===== src/rtl/alu_arbiter.sv =====
// Round-robin arbiter sharing one combinational ALU among NUM_REQ requesters.
// The winner's result is captured into a single registered response slot tagged with its id.
module alu_arbiter #(
    parameter int unsigned NUM_REQ = 2,
    parameter int unsigned XLEN    = 32,
    localparam int unsigned IDW    = (NUM_REQ > 1) ? $clog2(NUM_REQ) : 1
) (
    input  logic                    clk,
    input  logic                    rst_n,
    input  logic [NUM_REQ-1:0]      req_valid,
    output logic [NUM_REQ-1:0]      req_ready,
    input  logic [4*NUM_REQ-1:0]    req_ctl,
    input  logic [XLEN*NUM_REQ-1:0] req_in_1,
    input  logic [XLEN*NUM_REQ-1:0] req_in_2,
    output logic [3:0]              alu_ctl,
    output logic [XLEN-1:0]         alu_in_1,
    output logic [XLEN-1:0]         alu_in_2,
    input  logic [XLEN-1:0]         alu_out,
    input  logic [3:0]              alu_flags,
    output logic                    rsp_valid,
    input  logic                    rsp_ready,
    output logic [IDW-1:0]          rsp_id,
    output logic [XLEN-1:0]         rsp_out,
    output logic [3:0]              rsp_flags
);

    typedef enum logic {StEmpty, StFull} state_e;

    state_e          state_q, state_d;
    logic [IDW-1:0]  last_grant_q, last_grant_d;
    logic [IDW-1:0]  rsp_id_q, rsp_id_d;
    logic [XLEN-1:0] rsp_out_q, rsp_out_d;
    logic [3:0]      rsp_flags_q, rsp_flags_d;

    logic [3:0]      ctl_a [NUM_REQ];
    logic [XLEN-1:0] in1_a [NUM_REQ];
    logic [XLEN-1:0] in2_a [NUM_REQ];

    logic [IDW-1:0]  winner;
    logic [IDW-1:0]  cand;
    logic            any_valid;
    logic            can_accept;
    logic            accept;

    always_comb begin
        for (int unsigned i = 0; i < NUM_REQ; i++) begin
            ctl_a[i] = req_ctl[4*i +: 4];
            in1_a[i] = req_in_1[XLEN*i +: XLEN];
            in2_a[i] = req_in_2[XLEN*i +: XLEN];
        end
    end

    // Search starts one past the last grant so the previous winner has lowest priority.
    always_comb begin
        winner    = '0;
        cand      = '0;
        any_valid = 1'b0;
        for (int unsigned k = 1; k <= NUM_REQ; k++) begin
            cand = IDW'((32'(last_grant_q) + k) % NUM_REQ);
            if (!any_valid && req_valid[cand]) begin
                any_valid = 1'b1;
                winner    = cand;
            end
        end
    end

    assign can_accept = (state_q == StEmpty) | rsp_ready;
    assign accept     = any_valid & can_accept;

    always_comb begin
        req_ready = '0;
        if (accept) begin
            req_ready[winner] = 1'b1;
        end
    end

    always_comb begin
        alu_ctl  = '0;
        alu_in_1 = '0;
        alu_in_2 = '0;
        if (any_valid) begin
            alu_ctl  = ctl_a[winner];
            alu_in_1 = in1_a[winner];
            alu_in_2 = in2_a[winner];
        end
    end

    always_comb begin
        state_d      = state_q;
        last_grant_d = last_grant_q;
        rsp_id_d     = rsp_id_q;
        rsp_out_d    = rsp_out_q;
        rsp_flags_d  = rsp_flags_q;
        unique case (state_q)
            StEmpty: begin
                if (accept) begin
                    state_d = StFull;
                end
            end
            StFull: begin
                // A same-cycle drain and accept reloads the slot and stays full.
                if (accept) begin
                    state_d = StFull;
                end else if (rsp_ready) begin
                    state_d = StEmpty;
                end
            end
        endcase
        if (accept) begin
            last_grant_d = winner;
            rsp_id_d     = winner;
            rsp_out_d    = alu_out;
            rsp_flags_d  = alu_flags;
        end
    end

    always_ff @(posedge clk or negedge rst_n) begin
        if (!rst_n) begin
            state_q      <= StEmpty;
            last_grant_q <= IDW'(NUM_REQ - 1);
            rsp_id_q     <= '0;
            rsp_out_q    <= '0;
            rsp_flags_q  <= '0;
        end else begin
            state_q      <= state_d;
            last_grant_q <= last_grant_d;
            rsp_id_q     <= rsp_id_d;
            rsp_out_q    <= rsp_out_d;
            rsp_flags_q  <= rsp_flags_d;
        end
    end

    assign rsp_valid = (state_q == StFull);
    assign rsp_id    = rsp_id_q;
    assign rsp_out   = rsp_out_q;
    assign rsp_flags = rsp_flags_q;

endmodule

===== config.mk =====
export PLATFORM = sky130hd
export DESIGN_NAME = alu_arbiter
export DESIGN_NICKNAME = d
export VERILOG_FILES = /design/src/rtl/alu_arbiter.sv
export SDC_FILE = /design/constraint.sdc
export NUM_CORES = 1
export LEC_CHECK = 0
export CAP_MARGIN = 20
export CORE_AREA = 2 2 110 112
export CTS_BUF_LIST = sky130_fd_sc_hd__clkbuf_8 sky130_fd_sc_hd__clkbuf_16
export DETAILED_ROUTE_END_ITERATION = 8
export DIE_AREA = 0 0 112 114
export GPL_ROUTABILITY_DRIVEN = 0
export SLEW_MARGIN = 20
export SYNTH_ARGS = -nofsm -noshare
export SYNTH_HDL_FRONTEND = slang
export SYNTH_SLANG_ARGS = --single-unit

===== constraint.sdc =====
create_clock -name clk -period 1.8 [get_ports clk]
set_input_delay 0.27 -clock clk [delete_from_list [all_inputs] [get_ports clk]]
set_output_delay 0.27 -clock clk [all_outputs]
set_load 0.005 [all_outputs]

==> flow_results.org <==
** Layout
- Synth-to-Final Area Change :: 154%
- At the end of the flow the core is filled with cells to 0.478.
- Finished Layout Cells :: 637
- Of the cells placed in the final design, the portion with a size suffix greater than 1 is 0.269.
- Nets :: 667
- The number of antenna diodes in the final layout is 0.
- Most common cell after layout, fill and taps aside :: sky130_fd_sc_hd__clkdlybuf4s50_1
- Commonest non-fill, non-tap cells in the layout :: sky130_fd_sc_hd__clkdlybuf4s50_1 (211), sky130_fd_sc_hd__buf_2 (68), sky130_fd_sc_hd__a22o_1 (66)

** Clock network
- TritonCTS clock tree :: built
- The clock tree synthesis step divided the H-tree into 2 levels.
- At the later pin of the worst-skew pair, clock insertion delay measures 0.27 ns.
- CTS root buf :: sky130_fd_sc_hd__clkbuf_16
- Number of buffers created by CTS :: 5
- CTS clk-pin slew, worst paths :: 0.06 ns
- Counting every sink on the clock net gives 39.
- In this run the deepest clock path goes through 2 buffers.

** Synthesis
- The share of synthesized area in the top cell type comes to 0.432.
- Number of synthesized register bits :: 39
- Library cell with the largest summed area after synthesis :: sky130_fd_sc_hd__dfrtp_1
- After synthesis, the mean cell area works out to 12.6 um2.
- Syn_nets :: 352
- Number of library cell types mapped by synthesis :: 20
- In the synthesized netlist, the number of instances is 175.
- The Yosys step of the flow raised 0 warnings.
- Syn Std Cell Area :: approximately 0.0022 mm2
- Sequential area share after synthesis :: 0.444
- Top post-synthesis cells by area :: sky130_fd_sc_hd__dfrtp_1 (43%), sky130_fd_sc_hd__a22o_1 (27%), sky130_fd_sc_hd__mux2_1 (15%)

** Setup path
- The worst setup path is of the register to output pin kind.
- Critical path arrival :: between 1.5 and 2 ns
- For the worst setup path, the data required time is 1.53 ns.
- For this run, the slowest stage of the critical path takes 0.54 ns.
- The worst setup path is captured at an output pin.
- Slowest-stage cell, CP :: sky130_fd_sc_hd__dfstp_2
- In this run the worst path has a maximum fanout of 8.
- The worst setup path is launched from a register.
- Depth of the worst register-to-register path :: 5
- Worst-path cell chain :: nand2b_4 > and2_4 > buf_6 > buf_16 > buf_12 > a22o_1 > buf_2

** Die
- Core box area :: 0.0117 mm2
- Die outline area :: 0.0128 mm2
- Die H :: 114 um
- For this configuration, the core starts out at a cell density of 0.188.
- Pin placement for this block handled 285 I/O pins.
- The die is 112 um wide.
- The floorplan has 40 rows.

** Drt
- The first routing iteration left 149 violations.
- In the routed design, unresolved DRC markers number 0.
- The detailed router placed 2924 vias in this run.
- Wires add up to 11.9 mm.
- The detail route stage leaves a number of antenna-violating nets equal to 0.
- Before antenna repair, the detailed router went through 4 iterations.
- Wirelength per Cell :: 18.6 um
- After detailed routing, the number of vias per cell comes to 4.59.

** Place
- The count of buffers added on input and output ports is 284.
- Including well taps, the total number of placed cells is 608.
- Once detailed placement completed, the half-perimeter wirelength came to 8.83 mm.

** Timing
- Static timing analysis puts the maximum clock frequency at 510 MHz.
- In this run the tightest slew margin relative to its limit is 0.707.
- Between clock sinks in the finished design, the worst skew comes to 0.00276 ns.
- Adding up every negative setup slack in the final design gives -7.29 ns.
- Setup violations remaining at the end of the flow were counted as 67.
- Post-layout minimum cycle time :: 1.96 ns
- Final worst path period share :: 1.09
- Tightest Pin Transition :: 0.439 ns
- The final max-slew violation count was 0.
- RSZ-0062 raised after global routing :: true
- Final setup slack of the worst path :: -0.162 ns
- On the final layout, the worst hold slack is 0.472 ns.
- The final hold violation count was 0.

** Job
- Max Cap Violations :: 0

** Power
- IR analysis of the VDD net gives a maximum drop of 0.504 mV.
- Static Leak :: 2.49 nW
- Power spread over the standard cell area amounts to 651 mW/mm2.

** GRT
- Tot GR Track Use :: 0.170
- The number of global-route vias before repair is 3007.
- Global-route wire length before repair :: roughly 17 mm
- The number of antenna violations at the first check in global routing was 1.
- Entering global routing, the biggest net connects 23 pins.
- Global routing finished with a remaining overflow of 0.

** Min path
- Min-Delay Path Class :: primary input to async pin

** Run status
- The final reports fail on setup timing.
- The flow ran to the end, but the final reports show violations.
==> sequential cells by signal, indices dropped and copies added, names as in the netlist <==
register	count
rsp_out	32
rsp_flags	4
last_grant_q	1
rsp_id	1
rsp_valid	1
==> where the power goes <==
| part | internal (W) | switching, W | total (W) | leakage (nW) |
|---|---|---|---|---|
| Clock | 0.000548 | 0.000325 | 0.000873 | 0.0733 |
| Combinational | 0.00115 | 0.000555 | 0.00170 | 1.96 |
| Sequential | 0.00100 | 0.0000608 | 0.00107 | 0.452 |
| Total | 0.00270 | 0.000941 | 0.00364 | 2.49 |
==> layer usage <==
metal	track usage	vias to the layer above	wire length (um)
li1	-	1325	-
met5	0	-	0
met2	0.302	159	6120
met3	0.0505	21	1020
met4	0.0390	0	309
met1	0.202	1419	4420
==> kinds of logic (layout without fill, tap and decap cells) <==
kind of cell,Yosys count,after routing,share of synthesized area
compound gates,73,73,0.286
buf+inv,19,334,0.0631
flops,39,39,0.444
mux,36,36,0.184
simple gates,8,8,0.0227
==> metrics by stage <==
stage / setup WS [ns] / total power (W) / area [um2]
after floorplan: 0.282 / 0.00155 / 2200
after global placement: -0.539 / 0.00270 / 5340
after detailed placement: -0.536 / 0.00271 / 5340
after CTS: -0.237 / 0.00371 / 5620
after global routing: -0.220 / 0.00384 / 5600
final: -0.162 / 0.00364 / 5600
==> final cells by class <==
cell class	instances	area, um2
clock buffer	6	139
clock inverter	1	8.76
fill	1097	6120
multi-input combinational	117	1120
sequential	39	977
tap	147	184
timing repair buffer	327	3170
==> synthesized netlist by cell type <==
master	number
sky130_fd_sc_hd__nand2b_1	1
sky130_fd_sc_hd__buf_6	6
sky130_fd_sc_hd__mux2_2	6
sky130_fd_sc_hd__buf_4	3
sky130_fd_sc_hd__clkbuf_2	1
sky130_fd_sc_hd__buf_2	8
sky130_fd_sc_hd__and3_1	1
sky130_fd_sc_hd__a22o_1	68
sky130_fd_sc_hd__o21a_1	1
sky130_fd_sc_hd__and2_1	2
sky130_fd_sc_hd__dfrtp_1	38
sky130_fd_sc_hd__mux2_1	30
sky130_fd_sc_hd__a31oi_1	1
sky130_fd_sc_hd__dfstp_2	1
sky130_fd_sc_hd__clkbuf_1	1
sky130_fd_sc_hd__a21boi_2	1
sky130_fd_sc_hd__nand2_1	1
sky130_fd_sc_hd__a21oi_1	2
sky130_fd_sc_hd__nand2b_4	1
sky130_fd_sc_hd__nor2_1	2
==> critical path: cells and delay by family (launching register included) <==
kind / cells / cell delay (ns)
and+or+nand+nor: 2 / 0.28
AOI/OAI and AO/OA: 1 / 0.14
buffers and inverters: 4 / 0.46
DFF: 1 / 0.54
==> timing repair <==
| item | in CTS | in global routing |
|---|---|---|
| setup endpoints to repair | 70 | 69 |
| setup buffers | 16 | 4 |
| resized for setup | 303 | 13 |
| endpoints found under the hold margin | 17 | 0 |
| pin swaps | 23 | 37 |
| cloned | 8 | 3 |
| hold buffers | 1 | 0 |
==> final timing paths <==
check	from	endpoint	slack, ns
max	last_grant_q	alu_in_2[11]	-0.16
min	rst_n	rsp_out[16]	0.47
max reg2reg	rsp_valid	rsp_out[9]	0.31
min reg2reg	rsp_out[19]	rsp_out[19]	0.48
max in group asynchronous	rst_n	last_grant_q	0.78
min in group clk	rsp_out[19]	rsp_out[19]	0.48
No activity file was read; power rests on OpenSTA's default activity.
